File: src/rtl/mips_pkg.sv
`default_nettype none
// ============================================================================
//  Module      : mips_pkg
//  Description : Shared types and constants for the 5-stage MIPS pipeline
//                control blocks: stall sequencer states, register-zero
//                constant and the per-stage control bundle.
//  Revision    : 1.0  initial release
// ============================================================================
package mips_pkg;

    // Stall sequencer states
    typedef enum logic [0:0] {
        RUN      = 1'b0,
        MDU_BUSY = 1'b1
    } stall_state_e;

    // Architectural register $zero; never a real data dependency
    localparam logic [4:0] REG_ZERO = 5'd0;

    // Per-stage register enables and flushes plus the MDU start pulse
    typedef struct packed {
        logic pc_en;
        logic if_id_en;
        logic id_ex_en;
        logic ex_mem_en;
        logic if_id_flush;
        logic id_ex_flush;
        logic ex_mem_flush;
        logic mdu_start;
    } stage_ctl_t;

    // Everything frozen, nothing flushed (reset)
    localparam stage_ctl_t CTL_OFF  = stage_ctl_t'(8'b0000_0000);
    // Free-running pipeline
    localparam stage_ctl_t CTL_FLOW = stage_ctl_t'(8'b1111_0000);

endpackage : mips_pkg
`default_nettype wire

File: src/rtl/pipe_stall_ctl_if.sv
`default_nettype none
// ============================================================================
//  Module      : pipe_stall_ctl_if
//  Description : Hazard inputs and stage-control outputs of the pipeline
//                stall sequencer. master = sequencer, slave = pipeline.
//  Revision    : 1.0  initial release
// ============================================================================
interface pipe_stall_ctl_if #(
    parameter int CNT_W = 16
);
    // Hazard information from the pipeline
    logic [4:0]       id_rs;
    logic [4:0]       id_rt;
    logic             id_uses_rt;
    logic             id_jump;
    logic             id_ex_memread;
    logic [4:0]       id_ex_rt;
    logic             ex_mdu_op;
    logic             pcsrc;
    logic             mdu_done;

    // Stage controls back to the pipeline
    logic             pc_en;
    logic             if_id_en;
    logic             id_ex_en;
    logic             ex_mem_en;
    logic             if_id_flush;
    logic             id_ex_flush;
    logic             ex_mem_flush;
    logic             mdu_start;
    logic             mdu_err;
    logic [CNT_W-1:0] stall_cnt;

    modport master (
        input  id_rs, id_rt, id_uses_rt, id_jump, id_ex_memread, id_ex_rt,
               ex_mdu_op, pcsrc, mdu_done,
        output pc_en, if_id_en, id_ex_en, ex_mem_en,
               if_id_flush, id_ex_flush, ex_mem_flush,
               mdu_start, mdu_err, stall_cnt
    );

    modport slave (
        output id_rs, id_rt, id_uses_rt, id_jump, id_ex_memread, id_ex_rt,
               ex_mdu_op, pcsrc, mdu_done,
        input  pc_en, if_id_en, id_ex_en, ex_mem_en,
               if_id_flush, id_ex_flush, ex_mem_flush,
               mdu_start, mdu_err, stall_cnt
    );

endinterface : pipe_stall_ctl_if
`default_nettype wire

File: src/rtl/load_use_detect.sv
`default_nettype none
// ============================================================================
//  Module      : load_use_detect
//  Description : Pure combinational load-use hazard compare between the load
//                in EX and the source registers of the instruction in ID.
//  Revision    : 1.0  initial release
// ============================================================================
module load_use_detect
    import mips_pkg::*;
(
    input  wire logic       id_ex_memread,
    input  wire logic [4:0] id_ex_rt,
    input  wire logic [4:0] id_rs,
    input  wire logic [4:0] id_rt,
    input  wire logic       id_uses_rt,
    output logic            hazard
);

    // A load into $zero produces nothing to wait for
    always_comb begin
        hazard = id_ex_memread
               && (id_ex_rt != REG_ZERO)
               && ((id_ex_rt == id_rs) || (id_uses_rt && (id_ex_rt == id_rt)));
    end

endmodule : load_use_detect
`default_nettype wire

File: src/rtl/pipe_stall_ctl.sv
`default_nettype none
// ============================================================================
//  Module      : pipe_stall_ctl
//  Description : Central hazard/stall sequencer. Generates stage enables and
//                flushes for load-use bubbles, taken branch/jump squashes and
//                multi-cycle ALU waits; starts the MDU and aborts it on
//                timeout. Keeps a saturating count of PC-stall cycles.
//  Revision    : 1.0  initial release
// ============================================================================
module pipe_stall_ctl
    import mips_pkg::*;
#(
    parameter int MDU_TIMEOUT = 64,
    parameter int CNT_W       = 16
) (
    input  wire logic         clk,
    input  wire logic         rst,      // asynchronous, active-low
    pipe_stall_ctl_if.master  bus
);

    localparam int BUSY_CNT_W = (MDU_TIMEOUT > 1) ? $clog2(MDU_TIMEOUT) : 1;
    localparam logic [BUSY_CNT_W-1:0] BUSY_LAST = BUSY_CNT_W'(MDU_TIMEOUT - 1);

    stall_state_e            state_q, state_d;
    logic [BUSY_CNT_W-1:0]   busy_cnt_q, busy_cnt_d;
    logic                    mdu_err_q, mdu_err_d;
    logic [CNT_W-1:0]        stall_cnt_q, stall_cnt_d;
    stage_ctl_t              ctl;
    logic                    load_use;

    load_use_detect u_load_use_detect (
        .id_ex_memread (bus.id_ex_memread),
        .id_ex_rt      (bus.id_ex_rt),
        .id_rs         (bus.id_rs),
        .id_rt         (bus.id_rt),
        .id_uses_rt    (bus.id_uses_rt),
        .hazard        (load_use)
    );

    // Stage controls and next state; outputs follow state and inputs with no latency
    always_comb begin
        ctl        = CTL_OFF;
        state_d    = state_q;
        busy_cnt_d = busy_cnt_q;
        mdu_err_d  = mdu_err_q;
        if (rst) begin
            case (state_q)
                RUN: begin
                    ctl = CTL_FLOW;
                    if (bus.pcsrc) begin
                        // Taken branch kills everything younger, including an MDU op in EX
                        ctl.if_id_flush  = 1'b1;
                        ctl.id_ex_flush  = 1'b1;
                        ctl.ex_mem_flush = 1'b1;
                    end else if (bus.ex_mdu_op) begin
                        // Freeze front end, bubble into MEM so MEM/WB drain
                        ctl            = CTL_OFF;
                        ctl.mdu_start    = 1'b1;
                        ctl.ex_mem_flush = 1'b1;
                        state_d    = MDU_BUSY;
                        busy_cnt_d = '0;
                    end else if (load_use) begin
                        ctl.pc_en       = 1'b0;
                        ctl.if_id_en    = 1'b0;
                        ctl.id_ex_flush = 1'b1;
                    end else if (bus.id_jump) begin
                        ctl.if_id_flush = 1'b1;
                    end
                end
                MDU_BUSY: begin
                    ctl.ex_mem_flush = 1'b1;
                    busy_cnt_d       = busy_cnt_q + 1'b1;
                    if (bus.mdu_done || (busy_cnt_q == BUSY_LAST)) begin
                        // Release: EX_MEM captures the (possibly aborted) result
                        ctl     = CTL_FLOW;
                        state_d = RUN;
                        if (!bus.mdu_done) begin
                            mdu_err_d = 1'b1;
                        end
                    end
                end
                default: begin
                    state_d = RUN;
                end
            endcase
        end
    end

    // Saturating count of cycles where the PC is held
    always_comb begin
        stall_cnt_d = stall_cnt_q;
        if (!ctl.pc_en && (stall_cnt_q != {CNT_W{1'b1}})) begin
            stall_cnt_d = stall_cnt_q + 1'b1;
        end
    end

    // State, busy timer, sticky error and performance counter
    always_ff @(posedge clk or negedge rst) begin
        if (!rst) begin
            state_q     <= RUN;
            busy_cnt_q  <= '0;
            mdu_err_q   <= 1'b0;
            stall_cnt_q <= '0;
        end else begin
            state_q     <= state_d;
            busy_cnt_q  <= busy_cnt_d;
            mdu_err_q   <= mdu_err_d;
            stall_cnt_q <= stall_cnt_d;
        end
    end

    assign bus.pc_en        = ctl.pc_en;
    assign bus.if_id_en     = ctl.if_id_en;
    assign bus.id_ex_en     = ctl.id_ex_en;
    assign bus.ex_mem_en    = ctl.ex_mem_en;
    assign bus.if_id_flush  = ctl.if_id_flush;
    assign bus.id_ex_flush  = ctl.id_ex_flush;
    assign bus.ex_mem_flush = ctl.ex_mem_flush;
    assign bus.mdu_start    = ctl.mdu_start;
    assign bus.mdu_err      = mdu_err_q;
    assign bus.stall_cnt    = stall_cnt_q;

endmodule : pipe_stall_ctl
`default_nettype wire

File: src/flat_wrapper.sv
// flat-port wrapper written by rule: the top's interface ports become plain ports
module pipe_stall_ctl_flat import mips_pkg::*;
#(
    parameter int MDU_TIMEOUT = 64,
    parameter int CNT_W       = 16
)
  (clk, rst, bus_id_rs, bus_id_rt, bus_id_uses_rt, bus_id_jump, bus_id_ex_memread, bus_id_ex_rt, bus_ex_mdu_op, bus_pcsrc, bus_mdu_done, bus_pc_en, bus_if_id_en, bus_id_ex_en, bus_ex_mem_en, bus_if_id_flush, bus_id_ex_flush, bus_ex_mem_flush, bus_mdu_start, bus_mdu_err, bus_stall_cnt);
  pipe_stall_ctl_if #(.CNT_W(CNT_W)) bus_i ();
  input  wire logic clk;
  input  wire logic rst;
  input wire logic [$bits(bus_i.id_rs)-1:0] bus_id_rs;
  input wire logic [$bits(bus_i.id_rt)-1:0] bus_id_rt;
  input wire logic [$bits(bus_i.id_uses_rt)-1:0] bus_id_uses_rt;
  input wire logic [$bits(bus_i.id_jump)-1:0] bus_id_jump;
  input wire logic [$bits(bus_i.id_ex_memread)-1:0] bus_id_ex_memread;
  input wire logic [$bits(bus_i.id_ex_rt)-1:0] bus_id_ex_rt;
  input wire logic [$bits(bus_i.ex_mdu_op)-1:0] bus_ex_mdu_op;
  input wire logic [$bits(bus_i.pcsrc)-1:0] bus_pcsrc;
  input wire logic [$bits(bus_i.mdu_done)-1:0] bus_mdu_done;
  output wire logic [$bits(bus_i.pc_en)-1:0] bus_pc_en;
  output wire logic [$bits(bus_i.if_id_en)-1:0] bus_if_id_en;
  output wire logic [$bits(bus_i.id_ex_en)-1:0] bus_id_ex_en;
  output wire logic [$bits(bus_i.ex_mem_en)-1:0] bus_ex_mem_en;
  output wire logic [$bits(bus_i.if_id_flush)-1:0] bus_if_id_flush;
  output wire logic [$bits(bus_i.id_ex_flush)-1:0] bus_id_ex_flush;
  output wire logic [$bits(bus_i.ex_mem_flush)-1:0] bus_ex_mem_flush;
  output wire logic [$bits(bus_i.mdu_start)-1:0] bus_mdu_start;
  output wire logic [$bits(bus_i.mdu_err)-1:0] bus_mdu_err;
  output wire logic [$bits(bus_i.stall_cnt)-1:0] bus_stall_cnt;
  assign bus_i.id_rs = bus_id_rs;
  assign bus_i.id_rt = bus_id_rt;
  assign bus_i.id_uses_rt = bus_id_uses_rt;
  assign bus_i.id_jump = bus_id_jump;
  assign bus_i.id_ex_memread = bus_id_ex_memread;
  assign bus_i.id_ex_rt = bus_id_ex_rt;
  assign bus_i.ex_mdu_op = bus_ex_mdu_op;
  assign bus_i.pcsrc = bus_pcsrc;
  assign bus_i.mdu_done = bus_mdu_done;
  assign bus_pc_en = bus_i.pc_en;
  assign bus_if_id_en = bus_i.if_id_en;
  assign bus_id_ex_en = bus_i.id_ex_en;
  assign bus_ex_mem_en = bus_i.ex_mem_en;
  assign bus_if_id_flush = bus_i.if_id_flush;
  assign bus_id_ex_flush = bus_i.id_ex_flush;
  assign bus_ex_mem_flush = bus_i.ex_mem_flush;
  assign bus_mdu_start = bus_i.mdu_start;
  assign bus_mdu_err = bus_i.mdu_err;
  assign bus_stall_cnt = bus_i.stall_cnt;
  pipe_stall_ctl #(.MDU_TIMEOUT(MDU_TIMEOUT), .CNT_W(CNT_W)) u_core (.clk(clk), .rst(rst), .bus(bus_i));
endmodule
File: config.mk
export PLATFORM = sky130hd
export DESIGN_NAME = pipe_stall_ctl_flat
export DESIGN_NICKNAME = d
export VERILOG_FILES = /design/src/rtl/mips_pkg.sv /design/src/rtl/pipe_stall_ctl_if.sv /design/src/rtl/load_use_detect.sv /design/src/rtl/pipe_stall_ctl.sv /design/src/flat_wrapper.sv
export SDC_FILE = /design/constraint.sdc
export NUM_CORES = 1
export LEC_CHECK = 0
export CORE_MARGIN = 1
export CORE_UTILIZATION = 41
export CTS_CLUSTER_SIZE = 12
export DETAILED_ROUTE_END_ITERATION = 8
export PLACE_DENSITY = 0.8
export REMOVE_ABC_BUFFERS = 1
export SETUP_SLACK_MARGIN = 0.02
export SYNTH_ARGS = -nofsm -noshare
export SYNTH_HDL_FRONTEND = slang
export SYNTH_SLANG_ARGS = --single-unit
File: constraint.sdc
create_clock -name clk -period 2.95 [get_ports clk]
set_input_delay 0.885 -clock clk [delete_from_list [all_inputs] [get_ports clk]]
set_output_delay 0.885 -clock clk [all_outputs]
set_load 0.02 [all_outputs]
* Word level (Yosys, flattened, before mapping) *
Index checks and enable logic that the tools add are counted.

storage, ports and cells
  register bits = 24
  output and inout port bits = 25

operators by class
  add/subtract/negate cells = 2
  eq/ne operators = 6
  muxes and demuxes = 21
  bitwise operators = 2
  reductions and logical operators = 10

operator list
  operator                                                          number
  16-bit by 1-bit adder with 16-bit output (second input constant)  1
  8-bit two-way mux                                                 2
  16-bit != test (second input constant)                            1
  8-bit case mux with 2 select lines                                1
  6-bit two-way mux                                                 2
  6-bit case mux with 2 select lines                                1
  5-bit == test                                                     2
  2-bit two-way mux                                                 5
  1-bit two-way mux                                                 7
  6-bit by 1-bit adder with 6-bit output (second input constant)    1
  6-bit == test (second input constant)                             1
  5-bit nonzero test                                                1
  1-bit logical AND                                                 4
  4-bit two-way mux                                                 1
  2-bit != test (second input constant)                             2
  4-bit AND reduction                                               1
  3-bit two-way mux                                                 1
  3-bit AND reduction                                               1
  1-bit logical OR                                                  2
  1-bit NOT                                                         2
  1-bit case mux with 2 select lines                                1
  1-bit logical NOT                                                 1

* Logic depth before layout (Yosys ltp) *
Gate-level depths: netlist of the first run.

  depth in word-level cells = 11
  mapped depth = 7

* Modules after synthesis *
Synthesis of the first run repeated with hierarchy kept, for this count alone.

unflattened totals
  cell total of the unflattened synthesis = 139
  area total of the unflattened synthesis = 1362.6 um2

by module, submodules not included
  module           instances  cells each  area each (um2)  sequential area each (um2)
  pipe_stall_ctl   1          122         1229.9           600.6
  load_use_detect  1          17          132.6            0.0

* Worst setup path before layout of the first run *
OpenSTA, ideal clock, no wires.

  kind = input port to output port
  start = in bus_id_ex_rt[0]
  end = out bus_pc_en
  data arrival time = 2.213 ns
  setup slack = -0.148 ns
  cell stages on the path = 6
  path through = or4_1 -> o2111a_1 -> inv_1 -> o21ai_2 -> inv_1 -> buf_4

between the ends
  longest elaborated chain between the ends = 9
  elaborated cells between the ends (all ways) = 12

ends and longest elaborated chain
  element                                 line                   source
  start, declared                         flat_wrapper.sv:16     input wire logic [$bits(bus_i.id_ex_rt)-1:0] bus_id_ex_rt;
  5-bit == test                           load_use_detect.sv:23  && ((id_ex_rt == id_rs) || (id_uses_rt && (id_ex_rt == id_rt)));
  1-bit logical AND                       load_use_detect.sv:23
  1-bit logical OR                        load_use_detect.sv:23
  1-bit logical AND (*)                   load_use_detect.sv:23
  2-bit two-way mux (*)                   pipe_stall_ctl.sv:62   end else if (load_use) begin
  2-bit two-way mux (*)                   pipe_stall_ctl.sv:55   end else if (bus.ex_mdu_op) begin
  4-bit two-way mux (*)                   pipe_stall_ctl.sv:50   if (bus.pcsrc) begin
  8-bit case mux with 2 select lines (*)  pipe_stall_ctl.sv:47   case (state_q)
  8-bit two-way mux (*)                   pipe_stall_ctl.sv:46   if (rst) begin
  end, declared                           flat_wrapper.sv:20     output wire logic [$bits(bus_i.pc_en)-1:0] bus_pc_en;

Every way passes the cells marked *; elsewhere a longest branch is shown, timed or not.

* Worst setup path in the final report of the first run *
  start = in bus_id_ex_rt[2]
  end = out bus_pc_en

Same word-level chain as after synthesis.

==> results of run 1 <==
==> per-layer routing <==
metal | GRT usage (%) | vias to the layer above | share of wire, % | wire length (um)
li1 | - | 655 | - | -
met1 | 24.7 | 624 | 43 | 1520
met2 | 38.3 | 48 | 48 | 1700
met3 | 4.48 | 6 | 8.1 | 287
met4 | 7.47 | 0 | 1.3 | 45
met5 | 0 | - | 0 | 0
==> metrics by stage <==
stage / setup TNS (ns) / total power [mW] / instances / hold WS, ns
2_1_floorplan: -0.413 / 0.716 / 143 / 0.485
4_1_cts: -0.217 / 1.10 / 259 / 0.477
3_5_place_dp: -5.37 / 0.947 / 252 / 0.449
3_3_place_gp: -5.17 / 0.930 / 252 / 0.442
5_1_grt: -0.451 / 1.16 / 259 / 0.515
6_report: -0.211 / 1.09 / 259 / 0.470
==> power by group <==
group / switching, mW / internal (mW)
sequential: 0.0912 / 0.398
combinational: 0.220 / 0.240
clock: 0.0914 / 0.0477
==> cells in the mapped netlist, drive strengths merged <==
cell type and n:
a211oi 2, a21o 3, a21oi 5, a22o 1
a32o 1, a32oi 1, and2 4, and3 4
and4 1, and4b 1, buf 2, dfrtp 24
ha 2, inv 5, mux2 1, nand2 14
nand2b 1, nand3 7, nand4 7, nor2 13
nor2b 1, nor3 3, nor4 1, o2111a 1
o21ai 8, o22ai 1, o31ai 1, or2 1
or3 1, or4 1, or4b 1, xnor2 14
xor2 12
==> area by class of cell <==
class                           instances  area [um2]  share of cell area, %
Sequential cell                        24         601                   28.2
Inverter                                5        18.8                  0.882
Multi-Input combinational cell        114         840                   39.4
Timing Repair Buffer                   69         592                   27.8
Clock buffer                            3        22.5                   1.06
Tap cell                               44        55.1                   2.59
==> flip-flops by register name, summed over array words and instances, names as in the netlist <==
name	flops
u_core.bus.stall_cnt	16
u_core.bus.mdu_err	1
u_core.state_q	1
u_core.busy_cnt_q	6
==> repair_timing <==
item                                    4_1_cts  5_1_grt
pin swaps                                    16        2
endpoints found under the setup margin        8        6
buffers inserted                              4        0
gates cloned                                  0        0
resized for setup                           101        4
endpoints found under the hold margin         0        0
==> cell usage in the layout (no fill, tap or decap), drive strengths merged, types with 2 or more instances in the layout <==
| master | instances |
|---|---|
| a21oi | 5 |
| and3 | 4 |
| o21ai | 8 |
| buf | 38 |
| a211oi | 2 |
| dlygate4sd2 | 8 |
| nand2 | 14 |
| nor2 | 13 |
| nor3 | 3 |
| inv | 5 |
| and2 | 4 |
| nand3 | 7 |
| xor2 | 12 |
| dfrtp | 24 |
| clkbuf | 3 |
| a21o | 3 |
| clkdlybuf4s50 | 22 |
| nand4 | 7 |
| ha | 2 |
| xnor2 | 14 |
==> how the worst max path moves through the flow <==
stage,end,startpoint
6_report,bus_pc_en,bus_id_ex_rt[2]
5_1_grt,bus_id_ex_flush,bus_id_rt[1]
4_1_cts,bus_pc_en,bus_id_rt[1]
3_5_place_dp,bus_id_ex_flush,bus_id_ex_rt[3]
3_3_place_gp,bus_if_id_en,bus_id_ex_rt[3]
2_1_floorplan,bus_if_id_en,bus_pcsrc
==> worst register-to-register path: stages (launching register included) <==
cell and delay (ns):
dfrtp_1 0.45, ha_1 0.22, nand2_1 0.10, or4b_4 0.56
o21ai_2 0.17, o21ai_4 0.12, mux2_4 0.31
==> logic make-up (layout without fill, tap and decap cells) <==
logic type                 after synthesis  count (layout)  synth area share, %
and+or+nand+nor                         61              61                 22.9
adders and majority gates                2               2                 1.77
xor gates and xnor gates                26              26                 16.1
AOI/OAI and AO/OA                       24              24                 13.3
muxes                                    1               1                 1.06
DFF                                     24              24                 42.5
buffers and inverters                    7              77                 2.39
==> run metrics, run 1 <==
global route overflow 0; wire per inst 13.7 um; CP max stage cell or4_4; drt initial violations 45; crit path DAT 2.14 ns; CORE AREA 3150 um2; placed cell area 2060 um2; Design Area, Final 2130 um2; RePlAce Congestion 0.890; DP HPWL 2710 um; register area share after synthesis 42.5%; worst hold path class reg -> reg; share of cells above drive strength 1 29.3%; Root Buffer clkbuf_4; Post-Place Setup Slack -0.949 ns; Via Count 1333; Max Slew Vio Count 0; Hold Violations, Final 0; RSZ-0062 raised after global routing true; die area 3680 um2; Worst R2R Setup Slack 0.93 ns; most frequent CP cell inv_2; Final setup viols 3; CP max FO 3; count of different cell masters after synthesis 35; MaxCap Viol Count 0; Critical Path End Type output port; CTS tree done; slew margin rel. 58.9%; Worst Min Path Start u_core.bus.mdu_err; worst r2r src u_core.bus.stall_cnt[0]; cts bufs inserted 3; CP bufs+invs 4; largest net degree at the start of global routing 30; Synth Cell Area 1410 um2; # IOs 48; largest area contributor in the synthesized netlist dfrtp_1; nets 242; WHS Path Cells 1; fin crit period 3.03 ns; status complete, but fails checks; Die Span Y 60.7 um; Ys Warns 0; Max Buffers Root-to-Sink 2; final worst-path cycle share 103%; cell count after synthesis 145; WP depth 7; CP required 2.07 ns; area fraction of the dominant cell type after synthesis 42.5%; # rows 20; Fillers 274; Max Clock Freq 330 MHz; vias in the first global route 1399; drt pass-1 iters 4; startpoint types input pin; PnR worst setup slack -0.0796 ns; clk sinks 24; violated checks negative setup slack; crit-path cells buf_8, or4_4, o2111a_1, inv_2, o21ai_4, inv_2, buf_6; Syn Area/Cell 9.74 um2; clk_skew 0.00181 ns; input/output buffers 47; post-layout util 67.5%; Area contributors post-synth dfrtp_1 43%, xnor2_1 8.7%, xor2_1 7.4%; starting density of the core 44.8%; critical path class in -> out; DRC 0; clk slew on worst S/H paths 0.12 ns; antenna-violating nets left 0; Worst Hold End u_core.bus.mdu_err; Die X 60.7 um; initial antenna violation count 0; ANT cells 0; Reg-to-Reg End u_core.bus.stall_cnt[1]; first-pass GRT wire length 5810 um; Post-CTS Hold Fix Bufs 0; Worst R2R Path Depth 6; vias per inst 5.15; Synth Register Bits 24; synthesis-to-finish area growth 50.7%; Max stage delay on crit path 0.53 ns; Worst-Skew Late Latency 0.31 ns; delay-heaviest family, CP simple AND/OR/NAND/NOR gates; total track usage 21.2%; Worst-Margin Slew 0.612 ns; Pleak 0.954 nW; Max VDD drop 467 uV; H-tree levels 1; Detailed Route WL 3560 um; pwr/cell area 512 nW/um2
No activity file was read; power rests on OpenSTA's default activity.
==> inputs of run 2 (changes only) <==
PLACE_DENSITY = not set   (was 0.8)
PLACE_DENSITY_LB_ADDON = 0.08   (was not set)
SKIP_CTS_REPAIR_TIMING = 1   (was not set)
==> run 2 against run 1 <==
The run still ends with negative setup slack left. Core utilization rose by 2.5 points. Combinational power is essentially flat. Global-route usage decreased by 0.79 points. Sequential share of layout area is 0.99 points lower. Register-to-register slack is essentially flat. First-iteration DRC count rose by 33%. Cell area rose by 3.6%. Worst hold slack better by 0.026 ns. Largest power group unchanged. Highest routed layer unchanged.
==> run metrics, run 2 (synthesized netlist as in run 1, its figures left out) <==
Overall Power 1.19 mW (was 1.09 mW); vias in the first global route 1340 (was 1399); # rows 20 (unchanged); share of cells above drive strength 1 28.8% (was 29.3%); clk sinks 24 (unchanged); drt initial violations 60 (was 45); most frequent CP cell buf_6 (was inv_2); Root Buffer clkbuf_4 (unchanged); vias per inst 5.10 (was 5.15); Max Buffers Root-to-Sink 2 (unchanged); clk_skew 0.00971 ns (was 0.00181 ns); PnR worst setup slack -0.0948 ns (was -0.0796 ns); worst hold path class reg -> reg (unchanged); CORE AREA 3150 um2 (unchanged); Die Span Y 60.7 um (unchanged); Final setup viols 4 (was 3); nets 241 (was 242); Detailed Route WL 3610 um (was 3560 um); Fillers 272 (was 274); FF+latch area 601 um2 (unchanged); commonest cells after routing, fill and taps aside 25 x buf_4, 24 x dfrtp_1, 21 x clkdlybuf4s50_1, 14 x nand2_1, 13 x xnor2_1 (was 24 x buf_4, 24 x dfrtp_1, 22 x clkdlybuf4s50_1, 14 x nand2_1, 13 x xnor2_1); CP bufs+invs 4 (unchanged); slew margin rel. 61.2% (was 58.9%); final worst-path cycle share 103% (about the same); crit path DAT 2.16 ns (was 2.14 ns); initial antenna violation count 0 (unchanged); footprint of the multi-input gates 845 um2 (was 840 um2); Max Clock Freq 328 MHz (was 330 MHz); Worst R2R Setup Slack 0.94 ns (was 0.93 ns); placed cell area 2080 um2 (was 2060 um2); Worst-Margin Slew 0.578 ns (was 0.612 ns); wire per inst 13.9 um (was 13.7 um); input/output buffers 47 (unchanged); Max stage delay on crit path 0.32 ns (was 0.53 ns); commonest non-fill, non-tap cell in the layout buf_4; global route overflow 0 (unchanged); antenna-violating nets left 0 (unchanged); drt pass-1 iters 4 (unchanged); CTS tree done (unchanged); starting density of the core 44.8% (unchanged); CP required 2.07 ns (about the same); status complete, but fails checks (unchanged); die area 3680 um2 (unchanged); Design Area, Final 2210 um2 (was 2130 um2); # IOs 48 (unchanged); CP max FO 3 (unchanged); Post-Place Setup Slack -0.913 ns (was -0.949 ns); clk slew on worst S/H paths 0.14 ns (was 0.12 ns); crit-path cells buf_6, xor2_2, nor4_2, a32oi_2, buf_4, o21ai_4, inv_2, buf_6 (was buf_8, or4_4, o2111a_1, inv_2, o21ai_4, inv_2, buf_6); Via Count 1322 (was 1333); fin crit period 3.04 ns (was 3.03 ns); total track usage 20.4% (was 21.2%); cts bufs inserted 3 (unchanged); DRC 0 (unchanged); Max Slew Vio Count 0 (unchanged); Worst-Skew Late Latency 0.31 ns (about the same); CP max stage cell nor4_2 (was or4_4); Critical Path End Type output port (unchanged); violated checks negative setup slack (unchanged); ANT cells 0 (unchanged); H-tree levels 1 (unchanged); MaxCap Viol Count 0 (unchanged); RSZ-0062 raised after global routing true (unchanged); pwr/cell area 538 nW/um2 (was 512 nW/um2); Hold Violations, Final 0 (unchanged); synthesis-to-finish area growth 56.2% (was 50.7%); delay-heaviest family, CP buffers and inverters (was simple AND/OR/NAND/NOR gates); largest net degree at the start of global routing 27 (was 30); Die X 60.7 um (unchanged); Max VDD drop 450 uV (was 467 uV); first-pass GRT wire length 5620 um (was 5810 um); DP HPWL 2750 um (was 2710 um); critical path class in -> out (unchanged); RePlAce Congestion 0.793 (was 0.890); Pleak 1.06 nW (was 0.954 nW); max reg flops 16 (unchanged); startpoint types input pin (unchanged)
==> run 2: path summary, 6_finish.rpt <==
path	startpoint	to	cells past startpoint
setup / recovery	bus_id_rt[1]	bus_pc_en	8
setup reg to reg	u_core.bus.stall_cnt[0]	u_core.bus.stall_cnt[1]	6
hold / removal	u_core.bus.mdu_err	u_core.bus.mdu_err	1
max in group asynchronous	rst	u_core.bus.stall_cnt[12]	2
hold reg to reg	u_core.bus.mdu_err	u_core.bus.mdu_err	1
min in group asynchronous	rst	u_core.state_q	2
==> run 2: metal layers <==
| metal | up-vias | global-route usage (%) | wire [um] |
|---|---|---|---|
| li1 | 649 | - | - |
| met1 | 627 | 23.4 | 1530 |
| met2 | 38 | 38.3 | 1820 |
| met3 | 8 | 3.41 | 178 |
| met4 | 0 | 6.49 | 80 |
| met5 | - | 0 | 0 |
==> run 2: worst register-to-register path: stages, from the launching register on <==
cell and delay (ns):
dfrtp_1 0.45, ha_1 0.22, nand2_1 0.10, or4b_4 0.56
o22ai_2 0.16, o21ai_4 0.14, mux2_4 0.31
==> run 2: final cells by class <==
cell class                 count  share of cell area (%)
clock buffer                   3                    1.02
clock inverter                 1                    1.36
inverter                       5                   0.851
multi-input combinational    114                    38.3
sequential                    24                    27.2
tap                           44                    2.50
timing repair buffer          68                    28.8
==> run 2: where the power goes <==
part | internal, mW | switching [mW]
combinational | 0.243 | 0.219
sequential | 0.398 | 0.0891
clock | 0.137 | 0.0992
==> run 2: per-stage QoR <==
step	setup TNS, ns	hold WS, ns	cells	utilization (%)
4_1_cts	-5.44	0.491	259	67.7
2_1_floorplan	-0.413	0.485	143	-
6_report	-0.297	0.496	259	70.0
5_1_grt	-0.534	0.531	259	70.0
3_5_place_dp	-6.02	0.459	255	66.0
3_3_place_gp	-5.32	0.455	255	66.0
==> inputs of run 3 (changes only) <==
CORE_UTILIZATION = 25   (was 41)
SYNTH_HIERARCHICAL = 1   (was not set)
==> run 3 against run 2 <==
The flow still finishes with violations (negative setup slack). Cell area decreased by 0.79%. Non-clock buffer count increased by 2. Synthesized area decreased by 3.5%. Largest power group unchanged. Highest routed layer unchanged.
==> run metrics, run 3 <==
synthesis-to-finish area growth 60.6% (was 56.2%); final worst-path cycle share 112% (was 103%); antenna-violating nets left 0 (unchanged); DRC 0 (unchanged); DP HPWL 2730 um (was 2750 um); MaxCap Viol Count 0 (unchanged); asr flop ratio synth 100% (unchanged); top_reg_cell synth dfrtp_1 (unchanged); RePlAce Congestion 0.801 (was 0.793); clk slew on worst S/H paths 0.09 ns (was 0.14 ns); CP max stage cell or3_4 (was nor4_2); Via Count 1282 (was 1322); Ys Warns 6 (was 0); Worst Hold End u_core/bus.mdu_err (was u_core.bus.mdu_err); Placed Instances 271 (was 255); global route overflow 0 (unchanged); Synth Cell Area 1360 um2 (was 1410 um2); drt initial violations 39 (was 60); starting density of the core 26.3% (was 44.8%); input/output buffers 47 (unchanged); # rows 26 (was 20); crit path DAT 2.42 ns (was 2.16 ns); worst r2r src u_core/busy_cnt_q[0] (was u_core.bus.stall_cnt[0]); Post-synth EDFFs 0 (unchanged); violated checks negative setup slack (unchanged); cts bufs inserted 3 (unchanged); met3 routed WL 164 um (was 178 um); status complete, but fails checks (unchanged); CP required 2.07 ns (about the same); commonest cells after routing, fill and taps aside 24 x dfrtp_1, 23 x clkdlybuf4s50_1, 22 x buf_4, 16 x xnor2_1, 13 x dlymetal6s2s_1 (was 25 x buf_4, 24 x dfrtp_1, 21 x clkdlybuf4s50_1, 14 x nand2_1, 13 x xnor2_1); CP bufs+invs 3 (was 4); Hold Violations, Final 0 (unchanged); FF+latch area 601 um2 (unchanged); RSZ-0062 raised after global routing true (unchanged); area fraction of the dominant cell type after synthesis 44.1% (was 42.5%); Worst R2R Setup Slack 0.98 ns (was 0.94 ns); Worst R2R Path Depth 7 (was 6); initial antenna violation count 0 (unchanged); WHS Path Cells 1 (unchanged); Final setup viols 4 (unchanged); total track usage 13.3% (was 20.4%); slew margin rel. 57.1% (was 61.2%); largest area contributor in the synthesized netlist dfrtp_1 (unchanged); commonest non-fill, non-tap cell in the layout dfrtp_1 (was buf_4); PnR worst setup slack -0.352 ns (was -0.0948 ns); post-layout util 42.3% (was 70.0%); delay-heaviest family, CP simple AND/OR/NAND/NOR gates (was buffers and inverters); Max VDD drop 532 uV (was 450 uV); vias in the first global route 1305 (was 1340); count of different cell masters after synthesis 35 (unchanged); Die Span Y 75.8 um (was 60.7 um); register area share after synthesis 44.1% (was 42.5%); CP max FO 3 (unchanged); Layout Cells excl Fill 279 (was 259); Synth Register Bits 24 (unchanged); Worst-Margin Slew 0.639 ns (was 0.578 ns); Area contributors post-synth dfrtp_1 44%, xnor2_1 11%, xor2_1 6.4% (was dfrtp_1 43%, xnor2_1 8.7%, xor2_1 7.4%); vias per inst 4.59 (was 5.10); ANT cells 0 (unchanged); Detailed Route WL 3730 um (was 3610 um); startpoint types input pin (unchanged); Syn Area/Cell 9.80 um2 (was 9.74 um2); nets 235 (was 241); max reg flops 16 (unchanged); Worst-Skew Late Latency 0.27 ns (was 0.31 ns); worst hold path class reg -> reg (unchanged); cell count after synthesis 139 (was 145); M1 WL 1620 um (was 1530 um); Worst Min Path Start u_core/bus.mdu_err (was u_core.bus.mdu_err); most frequent cell after synthesis dfrtp_1 (unchanged); # IOs 48 (unchanged); Max Clock Freq 303 MHz (was 328 MHz); wire per inst 13.4 um (was 13.9 um); Root Buffer clkbuf_8 (was clkbuf_4); Max stage delay on crit path 0.41 ns (was 0.32 ns); Synth top cells by count 24 x dfrtp_1, 17 x xnor2_1, 12 x nand3_1 (was 24 x dfrtp_1, 14 x nand2_1, 14 x xnor2_1); Die X 75.8 um (was 60.7 um); Critical Path End Type output port (unchanged); die area 5750 um2 (was 3680 um2); critical path class in -> out (unchanged); most frequent CP cell buf_6 (unchanged); drt pass-1 iters 4 (unchanged); pwr/cell area 556 nW/um2 (was 538 nW/um2); clk_skew 0.00332 ns (was 0.00971 ns); Reg-to-Reg End u_core/bus.stall_cnt[1] (was u_core.bus.stall_cnt[1]); crit-path cells buf_6, xor2_2, nor4_2, nand3_1, a21oi_2, nor2_2, or3_4, nand2_4, inv_4, buf_6 (was buf_6, xor2_2, nor4_2, a32oi_2, buf_4, o21ai_4, inv_2, buf_6); CORE AREA 5170 um2 (was 3150 um2); share of cells above drive strength 1 23.9% (was 28.8%); WL met2 1890 um (was 1820 um); Max Slew Vio Count 0 (unchanged); Max Buffers Root-to-Sink 2 (unchanged); first-pass GRT wire length 5810 um (was 5620 um); Pleak 1.09 nW (was 1.06 nW); fin crit period 3.30 ns (was 3.04 ns); CTS tree done (unchanged); clk sinks 24 (unchanged); DR top layer met4 (unchanged); footprint of the multi-input gates 759 um2 (was 845 um2); largest net degree at the start of global routing 21 (was 27); Fillers 506 (was 272); H-tree levels 1 (unchanged)
run 3: cell families (layout without fill, tap and decap cells):
logic type / after synthesis / in the layout / share of synthesized area (%)
xor+xnor: 27 / 27 / 17.4
buf+inv: 8 / 77 / 3.40
mux: 1 / 1 / 0.826
fa+ha+maj: 2 / 2 / 1.84
simple gates: 59 / 59 / 23.3
flops: 24 / 24 / 44.1
compound gates: 18 / 19 / 9.18
run 3: per-layer routing:
layer / global-route usage, % / vias to the layer above
met5: 0 / -
met4: 4.94 / 0
met3: 2.12 / 7
met2: 23.7 / 36
met1: 16.2 / 612
li1: - / 627
run 3: worst max path at each step:
| stage | from | to | slack [ns] | cells past startpoint |
|---|---|---|---|---|
| 2_1_floorplan | bus_id_ex_rt[3] | bus_if_id_en | -0.19 | 8 |
| 3_3_place_gp | bus_id_ex_rt[0] | bus_pc_en | -1.13 | 10 |
| 3_5_place_dp | bus_id_ex_rt[0] | bus_if_id_en | -1.16 | 10 |
| 4_1_cts | bus_id_ex_rt[0] | bus_if_id_en | -1.18 | 10 |
| 5_1_grt | bus_id_rt[2] | bus_if_id_en | -0.49 | 10 |
| 6_report | bus_id_rt[2] | bus_if_id_en | -0.35 | 10 |
run 3: area by class of cell:
cell class / count / area share, %
timing repair buffer: 70 / 30.0
multi-input combinational: 108 / 34.7
clock buffer: 3 / 1.89
tap: 70 / 4.00
clock inverter: 1 / 1.37
inverter: 3 / 0.629
sequential: 24 / 27.4
run 3: power by group:
group	internal (mW)	switching [mW]
clock	0.182	0.111
sequential	0.395	0.0875
combinational	0.232	0.209
total	0.808	0.408
run 3: metrics by stage:
| stage | total power [mW] | instance area, um2 | setup slack [ns] | hold WS, ns | setup TNS [ns] |
|---|---|---|---|---|---|
| final | 1.22 | 2190 | -0.352 | 0.470 | -1.32 |
| after global routing | 1.29 | 2190 | -0.489 | 0.515 | -1.71 |
| after CTS | 1.22 | 2110 | -1.18 | 0.479 | -9.26 |
| after detailed placement | 0.919 | 2040 | -1.16 | 0.457 | -12.99 |
| after global placement | 0.909 | 2040 | -1.13 | 0.450 | -12.37 |
| after floorplan | 0.687 | 1330 | -0.189 | 0.485 | -0.379 |
